<file path="config.mk">
export PLATFORM = sky130hd
export DESIGN_NAME = rr_arb_2x1_flat
export DESIGN_NICKNAME = d
export VERILOG_FILES = /design/src/rtl/rr_arb_2x1_if.sv /design/src/rtl/rr_arb_2x1.sv /design/src/flat_wrapper.sv
export SDC_FILE = /design/constraint.sdc
export NUM_CORES = 1
export LEC_CHECK = 0
export BUFFER_PORTS_ARGS = -buffer_cell sky130_fd_sc_hd__buf_4
export CORE_MARGIN = 3
export CORE_UTILIZATION = 45
export CTS_BUF_LIST = sky130_fd_sc_hd__clkbuf_4
export CTS_CLUSTER_SIZE = 12
export DETAILED_ROUTE_END_ITERATION = 8
export GPL_TIMING_DRIVEN = 0
export PLACE_DENSITY = 0.8
export RECOVER_POWER = 25
export SKIP_LAST_GASP = 1
export SLEW_MARGIN = 10
export SYNTH_ARGS = -nofsm -noshare
export SYNTH_HDL_FRONTEND = slang
export SYNTH_SLANG_ARGS = --single-unit
</file>
<file path="constraint.sdc">
create_clock -name clk -period 1.8 [get_ports clk]
set_input_delay 0.45 -clock clk [delete_from_list [all_inputs] [get_ports clk]]
set_output_delay 0.45 -clock clk [all_outputs]
set_load 0.01 [all_outputs]
</file>
<file path="src/rtl/rr_arb_2x1_if.sv">
// Signal bundle for the 2:1 round-robin stream arbiter: two input streams, one
// output stream, plus the steering select and lock status.
interface rr_arb_2x1_if #(
    parameter int WIDTH = 8
);
    logic             i0_valid;
    logic             i0_ready;
    logic [WIDTH-1:0] i0_data;
    logic             i0_last;
    logic             i1_valid;
    logic             i1_ready;
    logic [WIDTH-1:0] i1_data;
    logic             i1_last;
    logic             out_valid;
    logic             out_ready;
    logic [WIDTH-1:0] out_data;
    logic             out_last;
    logic             sel;
    logic             busy;

    // master: the arbiter itself; slave: the sources and sink around it
    modport master (
        input  i0_valid, i0_data, i0_last,
        input  i1_valid, i1_data, i1_last,
        input  out_ready,
        output i0_ready, i1_ready,
        output out_valid, out_data, out_last, sel, busy
    );

    modport slave (
        output i0_valid, i0_data, i0_last,
        output i1_valid, i1_data, i1_last,
        output out_ready,
        input  i0_ready, i1_ready,
        input  out_valid, out_data, out_last, sel, busy
    );
endinterface

</file>
<file path="src/rtl/rr_arb_2x1.sv">
// Two-input round-robin stream arbiter with packet lock; registered output
// stream plus the sel that steers the downstream 2:1 select stage.
module rr_arb_2x1 #(
    parameter int WIDTH = 8
) (
    input logic           clk,
    input logic           rst_n,
    rr_arb_2x1_if.master  bus
);

    typedef enum logic {
        IDLE = 1'b0,
        LOCK = 1'b1
    } state_e;

    state_e           state_q;
    logic             prio_q;
    logic             owner_q;
    logic             out_valid_q;
    logic [WIDTH-1:0] out_data_q;
    logic             out_last_q;
    logic             sel_q;

    logic load_en;
    logic i0_ready;
    logic i1_ready;
    logic accept0;
    logic accept1;

    // Readys never look at their own port's valid, so no valid->ready loop exists.
    always_comb begin
        // NOTE: defaults first so every path assigns every output; no latch is inferred.
        i0_ready = 1'b0;
        i1_ready = 1'b0;
        load_en  = !out_valid_q || bus.out_ready;
        if (load_en) begin
            if (state_q == LOCK) begin
                i0_ready = !owner_q;
                i1_ready = owner_q;
            end else begin
                i0_ready = !bus.i1_valid || !prio_q;
                i1_ready = !bus.i0_valid ||  prio_q;
            end
        end
    end

    assign accept0 = bus.i0_valid && i0_ready;
    assign accept1 = bus.i1_valid && i1_ready;

    // NOTE: sequential state uses non-blocking assignments so all flops update together.
    always_ff @(posedge clk) begin
        if (!rst_n) begin
            state_q     <= IDLE;
            prio_q      <= 1'b0;
            owner_q     <= 1'b0;
            out_valid_q <= 1'b0;
            out_data_q  <= '0;
            out_last_q  <= 1'b0;
            sel_q       <= 1'b0;
        end else if (load_en) begin
            if (accept0 || accept1) begin
                out_valid_q <= 1'b1;
                out_data_q  <= accept1 ? bus.i1_data : bus.i0_data;
                out_last_q  <= accept1 ? bus.i1_last : bus.i0_last;
                sel_q       <= accept1;
                if (accept1 ? bus.i1_last : bus.i0_last) begin
                    state_q <= IDLE;
                    prio_q  <= !accept1;
                end else begin
                    state_q <= LOCK;
                    owner_q <= accept1;
                end
            end else begin
                // Bubble: payload and sel hold, lock (if any) is kept.
                out_valid_q <= 1'b0;
            end
        end
    end

    assign bus.i0_ready  = i0_ready;
    assign bus.i1_ready  = i1_ready;
    assign bus.out_valid = out_valid_q;
    assign bus.out_data  = out_data_q;
    assign bus.out_last  = out_last_q;
    assign bus.sel       = sel_q;
    assign bus.busy      = (state_q == LOCK);

endmodule

</file>
<file path="src/flat_wrapper.sv">
// flat-port wrapper written by rule: the top's interface ports become plain ports
module rr_arb_2x1_flat 
#(
    parameter int WIDTH = 8
)
  (clk, rst_n, bus_i0_valid, bus_i0_data, bus_i0_last, bus_i1_valid, bus_i1_data, bus_i1_last, bus_out_ready, bus_i0_ready, bus_i1_ready, bus_out_valid, bus_out_data, bus_out_last, bus_sel, bus_busy);
  rr_arb_2x1_if #(.WIDTH(WIDTH)) bus_i ();
  input logic clk;
  input logic rst_n;
  input wire logic [$bits(bus_i.i0_valid)-1:0] bus_i0_valid;
  input wire logic [$bits(bus_i.i0_data)-1:0] bus_i0_data;
  input wire logic [$bits(bus_i.i0_last)-1:0] bus_i0_last;
  input wire logic [$bits(bus_i.i1_valid)-1:0] bus_i1_valid;
  input wire logic [$bits(bus_i.i1_data)-1:0] bus_i1_data;
  input wire logic [$bits(bus_i.i1_last)-1:0] bus_i1_last;
  input wire logic [$bits(bus_i.out_ready)-1:0] bus_out_ready;
  output wire logic [$bits(bus_i.i0_ready)-1:0] bus_i0_ready;
  output wire logic [$bits(bus_i.i1_ready)-1:0] bus_i1_ready;
  output wire logic [$bits(bus_i.out_valid)-1:0] bus_out_valid;
  output wire logic [$bits(bus_i.out_data)-1:0] bus_out_data;
  output wire logic [$bits(bus_i.out_last)-1:0] bus_out_last;
  output wire logic [$bits(bus_i.sel)-1:0] bus_sel;
  output wire logic [$bits(bus_i.busy)-1:0] bus_busy;
  assign bus_i.i0_valid = bus_i0_valid;
  assign bus_i.i0_data = bus_i0_data;
  assign bus_i.i0_last = bus_i0_last;
  assign bus_i.i1_valid = bus_i1_valid;
  assign bus_i.i1_data = bus_i1_data;
  assign bus_i.i1_last = bus_i1_last;
  assign bus_i.out_ready = bus_out_ready;
  assign bus_i0_ready = bus_i.i0_ready;
  assign bus_i1_ready = bus_i.i1_ready;
  assign bus_out_valid = bus_i.out_valid;
  assign bus_out_data = bus_i.out_data;
  assign bus_out_last = bus_i.out_last;
  assign bus_sel = bus_i.sel;
  assign bus_busy = bus_i.busy;
  rr_arb_2x1 #(.WIDTH(WIDTH)) u_core (.clk(clk), .rst_n(rst_n), .bus(bus_i));
endmodule
</file>
== Word level (Yosys, flattened, before mapping) ==
Index checks and enable logic that the tools add are counted.
Cells by class
  muxes and demuxes: 8
  bitwise logic cells: 1
  reductions and logical operators: 15
Operators by type and width (count)
  $mux 8: 1
  $mux 1: 7
  $logic_not 1->1: 6
  $reduce_and 3->1: 2
  $logic_or 1x1->1: 4
  $logic_and 1x1->1: 2
  $reduce_and 2->1: 1
  $not 1->1: 1
Word-level totals
  register bits: 14
  logic and storage cells: 31

== Longest topological paths before layout ==
Gate-level depths: netlist of run 1.
  depth in word-level cells: 8
  gate-level depth with buffers: 5
  mapped depth without buffers: 4

== Worst setup path after synthesis of run 1 ==
OpenSTA, ideal clock, no wires.
  path kind: input -> register
  from: in bus_i1_valid
  to: reg u_core.out_data_q[0], in the netlist u_core.bus.out_data[0]
  data arrival time: 1.294 ns
  data required time: 1.667 ns
  slack: 0.373 ns
  stages on the path: 5
  path buffers: 1
  path through: inv_1 or4_1 buf_2 nand2_1 a311oi_1
Between the ends
  longest elaborated chain between the ends: 7
RTL lines
  start: declaration: line flat_wrapper.sv:13  | input wire logic [$bits(bus_i.i1_valid)-1:0] bus_i1_valid;
  $logic_not 1->1: line rr_arb_2x1.sv:41  | i0_ready = !bus.i1_valid || !prio_q;
  $logic_or 1x1->1: line rr_arb_2x1.sv:41
  $mux 1: line rr_arb_2x1.sv:37  | if (state_q == LOCK) begin
  $mux 1: line rr_arb_2x1.sv:36  | if (load_en) begin
  $logic_and 1x1->1: line rr_arb_2x1.sv:47  | assign accept0 = bus.i0_valid && i0_ready;
  $logic_or 1x1->1: line rr_arb_2x1.sv:61  | if (accept0 || accept1) begin
  $reduce_and 2->1 (no line)
  end signal: assignment: line rr_arb_2x1.sv:63  | out_data_q <= accept1 ? bus.i1_data : bus.i0_data;
  end: declaration: line rr_arb_2x1.sv:20  | logic [WIDTH-1:0] out_data_q;
Parallel ways exist; a longest one is shown, timed or not.
A chain may end at the register's enable or synchronous reset.

== Worst setup path in the final report of run 1 ==
  from: reg u_core.state_q, in the netlist u_core.bus.busy
  to: out bus_i0_ready
Between the ends
  longest elaborated chain between the ends: 2
RTL lines
  start: declaration: line rr_arb_2x1.sv:16  | state_e state_q;
  start signal: assignment: line rr_arb_2x1.sv:53  | state_q <= IDLE;
  start signal: assignment: line rr_arb_2x1.sv:67  | state_q <= IDLE;
  start signal: assignment: line rr_arb_2x1.sv:70  | state_q <= LOCK;
  $mux 1: line rr_arb_2x1.sv:37
  $mux 1: line rr_arb_2x1.sv:36
  end: declaration: line flat_wrapper.sv:17  | output wire logic [$bits(bus_i.i0_ready)-1:0] bus_i0_ready;
Every way passes these cells.

==> flow_metrics.env, run 1 <==
export IMPL_outcome="finished clean"
export IMPL_cts_buffers=3
export IMPL_gr_usage_all_layers=0.2037
export IMPL_setup_viol=0
export IMPL_synth_area_leader_cell="dfxtp_1"
export IMPL_drive_gt1_frac=0.3468
export IMPL_dp_cells=136
export IMPL_p_comb_frac=0.331
export IMPL_final_cells=139
export IMPL_clk_latency_ns=0.28
export IMPL_clk_path_buf_depth=2
export IMPL_endpoint_kind="output pin"
export IMPL_cts_hold_repair_buffers=0
export IMPL_crit_chain="nor2b_4 -> nor2_1 -> nor2_1 -> buf_4"
export IMPL_grt_pass1_vias=689
export IMPL_post_route_period_util=0.9418
export IMPL_switching_power_mw=0.2601
export IMPL_firstDrtPassIters=4
export IMPL_start_kind="flop"
export IMPL_nNetsFinal=149
export IMPL_finalHoldViolCount=0
export IMPL_cts_tree="done"
export IMPL_place_congestion=0.8284
export IMPL_coreArea_um2=1399
export IMPL_antenna_found_initial=0
export IMPL_die_area_um2=2099
export IMPL_synthDistinctLibCells=28
export IMPL_period_needed_ns=1.695
export IMPL_cpPeakStageDelay_ns=0.45
export IMPL_skew_ns=0.001302
export IMPL_ys_warn_count=0
export IMPL_cp_arrival_ns=1.25
export IMPL_path_common_cell="nor2_1"
export IMPL_clock_sinks=14
export IMPL_cts_root_buf="clkbuf_4"
export IMPL_netlist_area_um2=713.2
export IMPL_yosysSeqAreaShare=0.3930
export IMPL_rrSetupSlack_ns=0.20
export IMPL_final_common_cell="buf_4"
export IMPL_die_w_um=45.81
export IMPL_detail_route_antenna_nets=0
export IMPL_drv_slew=0
export IMPL_peakVddDrop_uv=481.6
export IMPL_cts_setup_buffers=0
export IMPL_pwr_share_seq=0.454
export IMPL_die_h_um=45.81
export IMPL_dp_hpwl_um=1465
export IMPL_pin_count=37
export IMPL_avgViaCountPerCell=5.540
export IMPL_p_clk_frac=0.215
export IMPL_num_antenna_cells=0
export IMPL_wl_per_cell_um=14.27
export IMPL_drt_iter0_markers=9
export IMPL_layout_common_cells="buf_4, nand2_1, dfxtp_1"
export IMPL_grt_ovfl_total=0
export IMPL_synth_nets=108
export IMPL_fmax_ghz=0.5899
export IMPL_p_int_mw=0.5596
export IMPL_power_density_nw_per_um2=817.9
export IMPL_hp_class="in -> reg"
export IMPL_path_class="reg -> out"
export IMPL_cts_resized=0
export IMPL_drc_errors=0
export IMPL_synth_top_area_share=0.3930
export IMPL_grt_max_degree=11
export IMPL_cp_slowest_cell="dfxtp_1"
export IMPL_rsz0062_at_grt="false"
export IMPL_ys_ff_latch=14
export IMPL_synthCells=85
export IMPL_worstPathRequired_ns=1.35
export IMPL_grt_pass1_wl_um=3036
export IMPL_routed_wl_um=1984
export IMPL_swShare=0.3173
export IMPL_synthTopCellsByArea="dfxtp_1, a311oi_1, nand2_1, a21oi_1, nor4_4"
export IMPL_crit_fanout=7
export IMPL_initial_core_util=0.5098
export IMPL_placementRows=13
export IMPL_worst_slew_pin_slew_ns=0.4826
export IMPL_vias=770
export IMPL_max_cap_violations=0
export IMPL_fin_tns_setup_ns=0
export IMPL_syn2layout_area_growth_pct=40.53
export IMPL_syn_area_per_cell_um2=8.390
export IMPL_slew_headroom=0.6782
export IMPL_path_clk_slew_ns=0.08
export IMPL_leakage_nw=0.4419
export IMPL_io_buffers=36
export IMPL_cts_htree_levels=1
[synthesized netlist by cell type]
library cell and count:
a311oi_1 8, nor3b_2 1, a21boi_0 1, nor4_4 1, nor3_1 1, nor2_1 3, and3_1 1, nor2b_2 1
o21ai_0 1, or4_1 1, a31o_2 1, inv_1 3, nor2b_4 1, buf_4 1, a21oi_1 13, dfxtp_1 14
and2_1 1, o32ai_1 1, a211oi_1 1, a21o_1 1, nand2b_1 1, mux2i_1 1, a31oi_1 2, nand2_1 18
o21a_1 2, buf_2 3, buf_6 1, clkbuf_1 1
[logic make-up (layout without fill, tap and decap cells)]
logic type / after synthesis / in the layout / share of synthesized area
buffers and inverters: 9 / 48 / 0.06841
AND/OR/NAND/NOR: 30 / 30 / 0.2333
flip-flops: 14 / 14 / 0.3930
AO/OA/AOI/OAI: 31 / 31 / 0.2912
multiplexers: 1 / 1 / 0.01404
[stage by stage]
| stage | utilization | cell area (µm²) | setup slack (ns) | hold slack [ns] | total power [mW] |
|---|---|---|---|---|---|
| 6_report | 0.7165 | 1002 | 0.1047 | 0.4312 | 0.8197 |
| 4_1_cts | 0.7326 | 1025 | 0.09072 | 0.4255 | 0.8439 |
| 2_1_floorplan | - | 713.2 | 0.3728 | 0.4748 | 0.5327 |
| 5_1_grt | 0.7165 | 1002 | 0.00005640 | 0.4306 | 0.8733 |
| 3_3_place_gp | 0.7165 | 1002 | 0.08578 | 0.5022 | 0.6584 |
| 3_5_place_dp | 0.7165 | 1002 | 0.03456 | 0.5121 | 0.6648 |
[area by class of cell]
| type | count | area (µm²) |
|---|---|---|
| fill | 118 | 396.6 |
| buffer | 6 | 37.54 |
| multi-input combinational | 62 | 384.1 |
| inverter | 3 | 11.26 |
| clock buffer | 3 | 22.52 |
| sequential | 14 | 280.3 |
| tap | 15 | 18.77 |
| timing repair buffer | 36 | 247.7 |
[worst paths after layout]
check	cells after the start	startpoint	to
worst max register to register	5	u_core.bus.out_valid$_SDFFE_PN0P_	u_core.bus.out_data[0]$_SDFFE_PN0P_
worst min register to register	2	u_core.bus.out_data[6]$_SDFFE_PN0P_	u_core.bus.out_data[6]$_SDFFE_PN0P_
worst max-delay path	4	u_core.bus.busy$_SDFFE_PN0P_	bus_i0_ready
worst min-delay path	2	rst_n	u_core.bus.sel$_SDFFE_PN0P_
[critical path: cells and delay by family, from the launching register on]
family	cells	cell delay, ns
DFF	1	0.45
and+or+nand+nor	3	0.39
buffers and inverters	1	0.12
[per-layer routing]
metal  global-route usage  vias to the layer above  share of wire
li1                     -                      390              -
met1               0.2406                      354           0.42
met2               0.3175                       22           0.49
met3              0.06324                        4          0.075
met4               0.1250                        0          0.015
met5                    0                        -              0
[power by group through the flow]
| stage | logic (mW) | registers, mW | clock network, mW |
|---|---|---|---|
| 2_1_floorplan | 0.141 | 0.391 | 0 |
| 3_3_place_gp | 0.281 | 0.378 | 0 |
| 3_5_place_dp | 0.286 | 0.379 | 0 |
| 4_1_cts | 0.286 | 0.372 | 0.185 |
| 5_1_grt | 0.300 | 0.377 | 0.196 |
| 6_report | 0.271 | 0.372 | 0.176 |
[sequential cells by signal (all words and copies together), names as in the netlist]
register              count
u_core.owner_q            1
u_core.bus.busy           1
u_core.bus.out_last       1
u_core.bus.out_data       8
u_core.bus.out_valid      1
u_core.prio_q             1
u_core.bus.sel            1
No activity file was read; power rests on OpenSTA's default activity.
==> run 2: changes to the inputs <==
Settings changed: RECOVER_POWER 25 to unset.
==> run 2 against run 1 <==
Against the previous run: combinational power increased by 4%; largest power group unchanged; sequential share of layout area decreased by 0.61 points; critical path depth unchanged; final cell count unchanged; non-clock buffer count unchanged; sequential power about the same; clock skew increased by 0.0015 ns; total power increased by 1.4%; critical path type unchanged; core utilization increased by 1.6 points.
==> flow_metrics.env, run 2 (same netlist as run 1, synthesis figures left out) <==
export IMPL_max_cap_violations=0
export IMPL_routed_wl_um=1966
export IMPL_switching_power_mw=0.2592
export IMPL_syn2layout_area_growth_pct=43.68
export IMPL_utilization=0.7326
export IMPL_start_kind="flop"
export IMPL_power_density_nw_per_um2=810.9
export IMPL_swShare=0.3119
export IMPL_cts_tree="done"
export IMPL_cts_hold_repair_buffers=0
export IMPL_antenna_found_initial=0
export IMPL_cts_buffers=3
export IMPL_placementRows=13
export IMPL_gr_usage_all_layers=0.2037
export IMPL_skew_ns=0.002802
export IMPL_crit_chain="nor2b_4 -> nor2_1 -> nor2_1 -> buf_4"
export IMPL_period_needed_ns=1.697
export IMPL_drv_slew=0
export IMPL_firstDrtPassIters=4
export IMPL_regArea_um2=280.3
export IMPL_io_buffers=36
export IMPL_dp_hpwl_um=1465
export IMPL_path_class="reg -> out"
export IMPL_post_route_period_util=0.9430
export IMPL_pwr_share_seq=0.448
export IMPL_cpPeakStageDelay_ns=0.45
export IMPL_die_h_um=45.81
export IMPL_grt_pass1_wl_um=3036
export IMPL_slew_headroom=0.6741
export IMPL_cts_resized=0
export IMPL_fin_tns_setup_ns=0
export IMPL_finalInstanceArea_um2=1025
export IMPL_die_area_um2=2099
export IMPL_cts_root_buf="clkbuf_4"
export IMPL_largest_reg_flops=8
export IMPL_grt_ovfl_total=0
export IMPL_final_common_cell="buf_4"
export IMPL_finalHoldViolCount=0
export IMPL_clk_path_buf_depth=2
export IMPL_crit_fanout=7
export IMPL_coreArea_um2=1399
export IMPL_vias=775
export IMPL_layout_common_cells="buf_4, nand2_1, dfxtp_1"
export IMPL_path_common_cell="nor2_1"
export IMPL_path_clk_slew_ns=0.08
export IMPL_total_power_mw=0.8310
export IMPL_avgViaCountPerCell=5.576
export IMPL_p_int_mw=0.5718
export IMPL_drt_iter0_markers=8
export IMPL_clk_latency_ns=0.28
export IMPL_cts_setup_buffers=0
export IMPL_grt_max_degree=11
export IMPL_grt_pass1_vias=689
export IMPL_num_fill_cells=117
export IMPL_p_clk_frac=0.212
export IMPL_clock_sinks=14
export IMPL_initial_core_util=0.5098
export IMPL_endpoint_kind="output pin"
export IMPL_outcome="finished clean"
export IMPL_wl_per_cell_um=14.14
export IMPL_rrSetupSlack_ns=0.20
export IMPL_cp_arrival_ns=1.25
export IMPL_multiInputGateArea_um2=384.1
export IMPL_worstPathRequired_ns=1.35
export IMPL_detail_route_antenna_nets=0
export IMPL_peakVddDrop_uv=483.7
export IMPL_drive_gt1_frac=0.3952
export IMPL_num_antenna_cells=0
export IMPL_hp_class="in -> reg"
export IMPL_holdWs_ns=0.4320
export IMPL_leakage_nw=0.4656
export IMPL_rsz0062_at_grt="false"
export IMPL_worst_slew_pin_slew_ns=0.4888
export IMPL_die_w_um=45.81
export IMPL_place_area_um2=1002
export IMPL_drc_errors=0
export IMPL_fmax_ghz=0.5891
export IMPL_pin_count=37
export IMPL_setup_viol=0
export IMPL_p_comb_frac=0.340
export IMPL_place_congestion=0.8284
export IMPL_cts_htree_levels=1
export IMPL_cp_slowest_cell="dfxtp_1"
export IMPL_nNetsFinal=149
[run 2: cell types whose count changed in the layout (fill, tap and decap cells not counted)]
cell      delta
buf_4        +6
clkbuf_1     -6
[run 2: power by group through the flow]
stage | Combinational [mW] | Clock (mW) | Sequential [mW]
4_1_cts | 0.286 | 0.185 | 0.372
3_3_place_gp | 0.281 | 0 | 0.378
6_report | 0.283 | 0.176 | 0.372
5_1_grt | 0.313 | 0.196 | 0.377
2_1_floorplan | 0.141 | 0 | 0.391
3_5_place_dp | 0.286 | 0 | 0.379
[run 2: worst max-delay path: cells and delay by family (launching register included)]
kind,cells,cell delay (ns)
simple gates,3,0.39
flops,1,0.45
buf+inv,1,0.12
[run 2: stage by stage]
step	worst slack (ns)	cells
floorplan	0.3728	85
detailed placement	0.03456	136
finish	0.1026	139
global placement	0.08578	136
CTS	0.09072	139
global route	0.00005640	139
[run 2: cell type report]
cell class | count | share of cell area
multi-input cells | 62 | 0.3748
inverters | 3 | 0.01099
repair buffers | 36 | 0.2637
flip-flops and latches | 14 | 0.2735
clock buffers | 3 | 0.02198
well taps | 15 | 0.01832
plain buffers | 6 | 0.03663
[run 2: metal layers]
metal / up-vias / GRT usage / part of all wire
met5: - / 0 / 0
met3: 4 / 0.06324 / 0.086
li1: 390 / - / -
met4: 0 / 0.1250 / 0.017
met1: 355 / 0.2406 / 0.40
met2: 26 / 0.3175 / 0.50
[run 2: final timing paths]
check | startpoint | end | depth (start not counted)
min reg2reg | u_core.bus.out_data[6]$_SDFFE_PN0P_ | u_core.bus.out_data[6]$_SDFFE_PN0P_ | 2
min | rst_n | u_core.bus.sel$_SDFFE_PN0P_ | 2
max reg2reg | u_core.bus.out_valid$_SDFFE_PN0P_ | u_core.bus.out_data[0]$_SDFFE_PN0P_ | 5
max | u_core.bus.busy$_SDFFE_PN0P_ | bus_i0_ready | 4
